$ cat src/rtl/au_pkg.sv
// Shared constants and helpers for the arithmetic-unit adder family.
// The ARCH encodings select the carry network used by au_carry_net.
package au_pkg;

  localparam int AU_ARCH_RCA         = 0;
  localparam int AU_ARCH_SKLANSKY    = 1;
  localparam int AU_ARCH_KOGGE_STONE = 2;

  // Number of prefix levels needed to span n positions: clog2(n), at least 1.
  function automatic int au_prefix_levels(input int n);
    return (n <= 1) ? 1 : $clog2(n);
  endfunction

endpackage

$ cat src/rtl/au_carry_net.sv
// Carry network: turns per-bit generate/propagate plus carry-in into the
// carry vector c[WIDTH:0], where c[i] is the carry into bit i.
module au_carry_net
  import au_pkg::*;
#(
  parameter int WIDTH = 8,
  parameter int ARCH  = AU_ARCH_RCA
) (
  input  logic [WIDTH-1:0] g,
  input  logic [WIDTH-1:0] p,
  input  logic             ci,
  output logic [WIDTH:0]   c
);

  // The carry-in sits at prefix position 0 as a pure generate, so the
  // network spans WIDTH+1 positions and the group generate at position i
  // is exactly the carry into bit i.
  localparam int N      = WIDTH + 1;
  localparam int LEVELS = au_prefix_levels(N);

  if (ARCH == AU_ARCH_RCA) begin : g_rca

    always_comb begin
      c[0] = ci;
      for (int i = 0; i < WIDTH; i++) begin
        c[i+1] = g[i] | (p[i] & c[i]);
      end
    end

  end else if (ARCH == AU_ARCH_SKLANSKY || ARCH == AU_ARCH_KOGGE_STONE) begin : g_prefix

    logic [N-1:0] gg [LEVELS+1];
    logic [N-1:0] pp [LEVELS+1];

    // NOTE: every level is fully copied from the level below before any node
    // is combined, so each element has a default and no latch is inferred.
    always_comb begin
      int j;
      gg[0] = {g, ci};
      pp[0] = {p, 1'b0};
      for (int l = 0; l < LEVELS; l++) begin
        gg[l+1] = gg[l];
        pp[l+1] = pp[l];
        for (int i = 0; i < N; i++) begin
          if (ARCH == AU_ARCH_KOGGE_STONE) begin
            j = (i >= (1 << l)) ? i - (1 << l) : -1;
          end else begin
            // Sklansky: upper half of each 2^(l+1) block takes the prefix
            // ending just below its half boundary.
            j = (((i >> l) & 1) == 1) ? ((i >> l) << l) - 1 : -1;
          end
          if (j >= 0) begin
            gg[l+1][i] = gg[l][i] | (pp[l][i] & gg[l][j]);
            pp[l+1][i] = pp[l][i] & pp[l][j];
          end
        end
      end
      c = gg[LEVELS];
    end

  end else begin : g_bad_arch

    $error("au_carry_net: unsupported ARCH value %0d", ARCH);

  end

endmodule

$ cat src/rtl/au_add_ovf.sv
// Registered two's-complement adder with carry-in and signed-overflow flag.
// One cycle of latency, a new operand set accepted every cycle.
module au_add_ovf
  import au_pkg::*;
#(
  parameter int WIDTH = 8,
  parameter int ARCH  = AU_ARCH_RCA
) (
  input  logic             clk,
  input  logic             rst,
  input  logic [WIDTH-1:0] a,
  input  logic [WIDTH-1:0] b,
  input  logic             ci,
  output logic [WIDTH-1:0] s,
  output logic             v
);

  logic [WIDTH-1:0] g;
  logic [WIDTH-1:0] p;
  logic [WIDTH:0]   c;
  logic [WIDTH-1:0] sum;
  logic             ovf;

  assign g = a & b;
  assign p = a ^ b;

  au_carry_net #(
    .WIDTH (WIDTH),
    .ARCH  (ARCH)
  ) u_carry_net (
    .g  (g),
    .p  (p),
    .ci (ci),
    .c  (c)
  );

  assign sum = p ^ c[WIDTH-1:0];
  // Signed overflow: carry into the sign bit disagrees with carry out of it.
  assign ovf = c[WIDTH] ^ c[WIDTH-1];

  // NOTE: registers use non-blocking assignments so every flop samples the
  // pre-edge values regardless of block evaluation order.
  always_ff @(posedge clk) begin
    if (rst) begin
      s <= '0;
      v <= 1'b0;
    end else begin
      s <= sum;
      v <= ovf;
    end
  end

endmodule

$ cat config.mk
export PLATFORM = sky130hd
export DESIGN_NAME = au_add_ovf
export DESIGN_NICKNAME = d
export VERILOG_FILES = /design/src/rtl/au_pkg.sv /design/src/rtl/au_carry_net.sv /design/src/rtl/au_add_ovf.sv
export SDC_FILE = /design/constraint.sdc
export NUM_CORES = 1
export LEC_CHECK = 0
export BUFFER_PORTS_ARGS = -buffer_cell sky130_fd_sc_hd__buf_2
export CAP_MARGIN = 10
export CELL_PAD_IN_SITES_DETAIL_PLACEMENT = 0
export CELL_PAD_IN_SITES_GLOBAL_PLACEMENT = 1
export CORE_MARGIN = 2
export CORE_UTILIZATION = 30
export DETAILED_ROUTE_END_ITERATION = 10
export PLACE_DENSITY = 0.88
export SYNTH_ARGS = -nofsm -noshare
export SYNTH_HDL_FRONTEND = slang
export SYNTH_SLANG_ARGS = --single-unit
$ cat constraint.sdc
create_clock -name clk -period 10.4 [get_ports clk]
set_input_delay 1.04 -clock clk [delete_from_list [all_inputs] [get_ports clk]]
set_output_delay 1.04 -clock clk [all_outputs]
set_load 0.005 [all_outputs]
==> impl_metrics.py, run 1 <==
metrics = {
    "grt": {
        "grt_pass1_wl_um": 972,
        "track_usage_pct": 9.78,
        "gr-total-overflow": 0,
        "grt_max_degree": 10,
        "antenna_found_initial": 0,
        "grt_pass1_vias": 272,
    },
    "cells_and_area": {
        "syn_to_final_growth_pct": 43.4,
        "fin_util_pct": 45.8,
        "multi_input_area_um2": 220,
        "final_common_cell": "buf_2",
        "final_nets": 90,
        "instances_no_fill": 77,
        "final_cell_mix": "27 x buf_2, 9 x dfxtp_1, 8 x fa_1",
        "final_layout_size_suffix_gt1_share_pct": 48.4,
        "regArea_um2": 180,
        "nFillCells": 133,
        "n_antenna_cell": 0,
        "fin_area_um2": 596,
    },
    "drt": {
        "wl_um": 614,
        "m1WireLength_um": 210,
        "routed-wl-met2_um": 325,
        "drt_iter0_drc": 3,
        "wire_per_inst_um": 7.97,
        "dr.pass1.iters": 4,
        "antenna_left": 0,
        "via_per_inst": 3.95,
        "vias": 304,
        "maxUsedRoutingLayer": "met4",
        "drc": 0,
        "wl_met3_um": 71,
    },
    "setup_path": {
        "slowest_stage": "fa_1",
        "cp_num_cells": 13,
        "worstSetupStartpoint": "a[0]",
        "cpLargestDelayFamily": "adder cells",
        "crit_top_cell": "fa_1",
        "path_max_fanout": 2,
        "cp-end-kind": "flop",
        "worstSetupPathType": "input pin to flop",
        "crit_path_end": "v",
        "crit_arrival_ns": 4.38,
        "cp_slowest_stage_delay_ns": 0.42,
        "cp_data_required_time_ns": 10.54,
        "worst-path-buf-inv": 3,
        "cp-start-kind": "input pin",
        "crit_chain": "buf_2 > inv_1 > fa_1 > inv_1 > fa_1 > fa_1 > fa_1 > fa_1 > fa_1 > fa_1 > fa_1 > xnor2_1 > nor2_1",
    },
    "floorplanning": {
        "die_x_um": 41.2,
        "die_area_mm2": 0.00170,
        "pin_count": 28,
        "rows": 13,
        "start_util_pct": 31.9,
        "die_h_um": 41.2,
        "core_mm2": 0.00130,
    },
    "timing": {
        "setup_ws_ns": 6.16,
        "setup_viol": 0,
        "period_share_pct": 40.7,
        "fin_crit_ns": 4.24,
        "setup_tns_ns": 0,
        "rsz0062_at_grt": "no",
        "hold_viol": 0,
        "worst_slew_pin_slew_ns": 0.134,
        "timing.fmax_ghz": 0.236,
        "timing.slew.headroom_pct": 91.0,
        "slew_viol_final": 0,
    },
    "logic_synthesis": {
        "synthesis.area_um2": 415,
        "ys_seq_elements": 9,
        "ys_types": 6,
        "yosysSeqAreaShare_pct": 43.4,
        "syn_nets": 58,
        "synth_cells": 31,
        "ys_warn_count": 0,
        "avgSynthCellArea_um2": 13.4,
    },
    "cts": {
        "root_buffer": "clkbuf_4",
        "clockBufferDepth": 2,
        "numCtsBuffers": 3,
        "htree_levels": 1,
        "cts_setup_buffers": 0,
        "path_clk_slew_ns": 0.06,
        "cts_resized": 0,
        "cts_hold_buf": 0,
        "clkSinkCount": 9,
        "cts_tree": "built",
    },
    "placement": {
        "dpl_cell_area_um2": 569,
        "numPortBuffers": 27,
        "place_ws_ns": 5.88,
        "gp_congestion": 0.617,
        "hpwl_um": 561,
        "dp_cells": 73,
    },
    "power_and_ir_drop": {
        "power_density_mw_per_mm2": 141,
        "p_leak_nw": 0.305,
        "ir_drop_uv": 49.8,
    },
    "worst_hold_path": {
        "hp-class": "input pin to flop",
    },
    "run_status": {
        "status": "finished clean",
    },
    "flow_run": {
        "max_cap_violations": 0,
    },
}
==> worst min-delay path by stage <==
stage                end  slack [ns]  start  depth (start not counted)
floorplan           s[1]        1.11    rst                          1
global placement    s[0]        1.32    rst                          2
detailed placement  s[0]        1.32    rst                          2
CTS                 s[0]        1.05    rst                          2
global route        s[2]        1.06    rst                          2
finish              s[0]        1.05    rst                          2
==> Yosys cell counts <==
cell type / count / share of area [%]
dfxtp_1: 9 / 43
fa_1: 8 / 39
inv_1: 4 / 3.6
nor2_1: 2 / 1.8
nor2b_1: 7 / 11
xnor2_1: 1 / 2.1
==> registers in the layout, indices dropped and copies added, names as in the netlist <==
| register | flops |
|---|---|
| s | 8 |
| v | 1 |
==> metal layers <==
layer	vias to the layer above	GRT usage (%)
li1	150	-
met4	0	12.1
met3	2	1.63
met5	-	0
met1	133	8.93
met2	19	16.4
==> final cells by class <==
cell class | instances | area share (%)
clock buffers | 4 | 4.41
inverters | 4 | 2.52
multi-input cells | 18 | 37.0
flip-flops and latches | 9 | 30.3
well taps | 15 | 3.15
repair buffers | 27 | 22.7
==> report_power, final <==
part           total [mW]  internal (mW)  switching [mW]
combinational      0.0190         0.0108         0.00818
sequential         0.0396         0.0389        0.000709
clock              0.0254         0.0147          0.0107
==> kinds of logic after synthesis <==
| family | share of synthesized area, % |
|---|---|
| and+or+nand+nor | 12.3 |
| DFF | 43.4 |
| adders and majority gates | 38.6 |
| buffers and inverters | 3.61 |
| xor gates and xnor gates | 2.11 |
==> through the flow <==
stage          hold slack, ns  total power [mW]
2_1_floorplan            1.11            0.0497
3_3_place_gp             1.32            0.0594
3_5_place_dp             1.32            0.0600
4_1_cts                  1.05            0.0856
5_1_grt                  1.06            0.0910
6_report                 1.05            0.0840
Power figures use the tool's default switching activity.
==> run 2, diff against run 1 <==
- CORE_UTILIZATION: 30 -> 28
- PLACE_DENSITY: 0.88 -> 0.84
- clock period: 10.4 -> 4.24 ns (I/O delays scaled with it)
==> run 2 against run 1 <==
Against the previous run: wire length is 0.81% higher; via count is 4.9% lower; critical path depth unchanged; combinational power grew 140%; worst hold slack lost 0.61 ns; largest cell class unchanged.
==> impl_metrics.py, run 2 (same netlist as run 1, synthesis figures left out) <==
metrics = {
    "run_status": {
        "status": "finished clean",
    },
    "cts": {
        "cts_setup_buffers": 0,
        "root_buffer": "clkbuf_4",
        "numCtsBuffers": 3,
        "cts_resized": 0,
        "cts_hold_buf": 0,
        "clkSinkCount": 9,
        "clockBufferDepth": 2,
        "cts_tree": "built",
        "htree_levels": 1,
        "path_clk_slew_ns": 0.06,
    },
    "grt": {
        "grt_pass1_wl_mm": 1.09,
        "gr-total-overflow": 0,
        "antenna_found_initial": 0,
        "grt_max_degree": 10,
        "grt_pass1_vias": 259,
        "track_usage_pct": 8.32,
    },
    "timing": {
        "worst_slew_pin_slew_ns": 0.156,
        "fin_crit_ns": 3.63,
        "hold_viol": 0,
        "timing.fmax_ghz": 0.275,
        "rsz0062_at_grt": "no",
        "setup_tns_ns": 0,
        "period_share_pct": 85.6,
        "timing.slew.headroom_pct": 89.5,
        "worst_hold_slack_ns": 0.442,
        "setup_ws_ns": 0.609,
        "slew_viol_final": 0,
        "setup_viol": 0,
    },
    "power_and_ir_drop": {
        "power_density_mw_per_mm2": 344,
        "ir_drop_uv": 73.6,
        "p_leak_nw": 0.305,
    },
    "setup_path": {
        "cp-start-kind": "input pin",
        "cp_data_required_time_ns": 4.38,
        "worstSetupPathType": "input pin to flop",
        "cp-end-kind": "flop",
        "crit_arrival_ns": 3.77,
        "worstSetupStartpoint": "a[0]",
        "path_max_fanout": 2,
    },
    "placement": {
        "dpl_cell_area_um2": 569,
        "place_ws_ns": 0.351,
        "numPortBuffers": 27,
        "hpwl_um": 553,
        "gp_congestion": 0.632,
    },
    "floorplanning": {
        "rows": 13,
        "start_util_pct": 30.8,
        "die_h_um": 42.5,
        "pin_count": 28,
        "die_x_um": 42.5,
        "core_mm2": 0.00135,
        "die_area_mm2": 0.00181,
    },
    "cells_and_area": {
        "final_layout_size_suffix_gt1_share_pct": 48.4,
        "final_common_cell": "buf_2",
        "fin_area_um2": 596,
        "reg.largest.list": "s: 8 flops, v: 1 flops",
        "largest_reg_flops": 8,
        "n_antenna_cell": 0,
        "final_cell_mix": "27 x buf_2, 9 x dfxtp_1, 8 x fa_1",
        "top_register": "s",
        "final_nets": 90,
        "syn_to_final_growth_pct": 43.4,
    },
    "drt": {
        "vias": 289,
        "wl_um": 619,
        "via_per_inst": 3.75,
        "drt_iter0_drc": 0,
        "wire_per_inst_um": 8.04,
        "dr.pass1.iters": 1,
        "antenna_left": 0,
        "drc": 0,
    },
    "flow_run": {
        "max_cap_violations": 0,
    },
    "worst_hold_path": {
        "hp-class": "input pin to flop",
        "min_from": "rst",
    },
}
run 2: power breakdown:
group | switching, mW | internal [mW] | total (mW)
Clock | 0.0260 | 0.0360 | 0.0620
Sequential | 0.00176 | 0.0954 | 0.0972
Combinational | 0.0195 | 0.0261 | 0.0457
Total | 0.0472 | 0.158 | 0.205
run 2: routing by layer:
metal	share of wire, %	vias up	global-route usage, %	routed length, um
li1	-	150	-	-
met1	37	126	8.63	229
met2	53	13	13.8	331
met3	9.4	0	3.02	58
met4	0	0	5.63	0
met5	0	-	0	0
run 2: critical path, stage by stage:
cell and delay (ns):
buf_2 0.09, inv_1 0.06, fa_1 0.16, inv_1 0.04, fa_1 0.37, fa_1 0.39, fa_1 0.40, fa_1 0.39
fa_1 0.39, fa_1 0.42, fa_1 0.39, xnor2_1 0.17, nor2_1 0.05
run 2: final cells by class:
cell class	instances	area, um^2
Fill cell	131	754
Multi-Input combinational cell	18	220
Sequential cell	9	180
Timing Repair Buffer	27	135
Clock buffer	4	26.3
Tap cell	15	18.8
Inverter	4	15.0
run 2: stage by stage:
stage	util, %	std cells	power, mW
after CTS	44.1	77	0.206
after global routing	44.1	77	0.216
after floorplan	-	31	0.122
after detailed placement	42.2	73	0.146
final	44.1	77	0.205
after global placement	42.2	73	0.145
run 2: worst paths after layout:
path | cells past startpoint | endpoint
max | 13 | v
min | 2 | s[0]
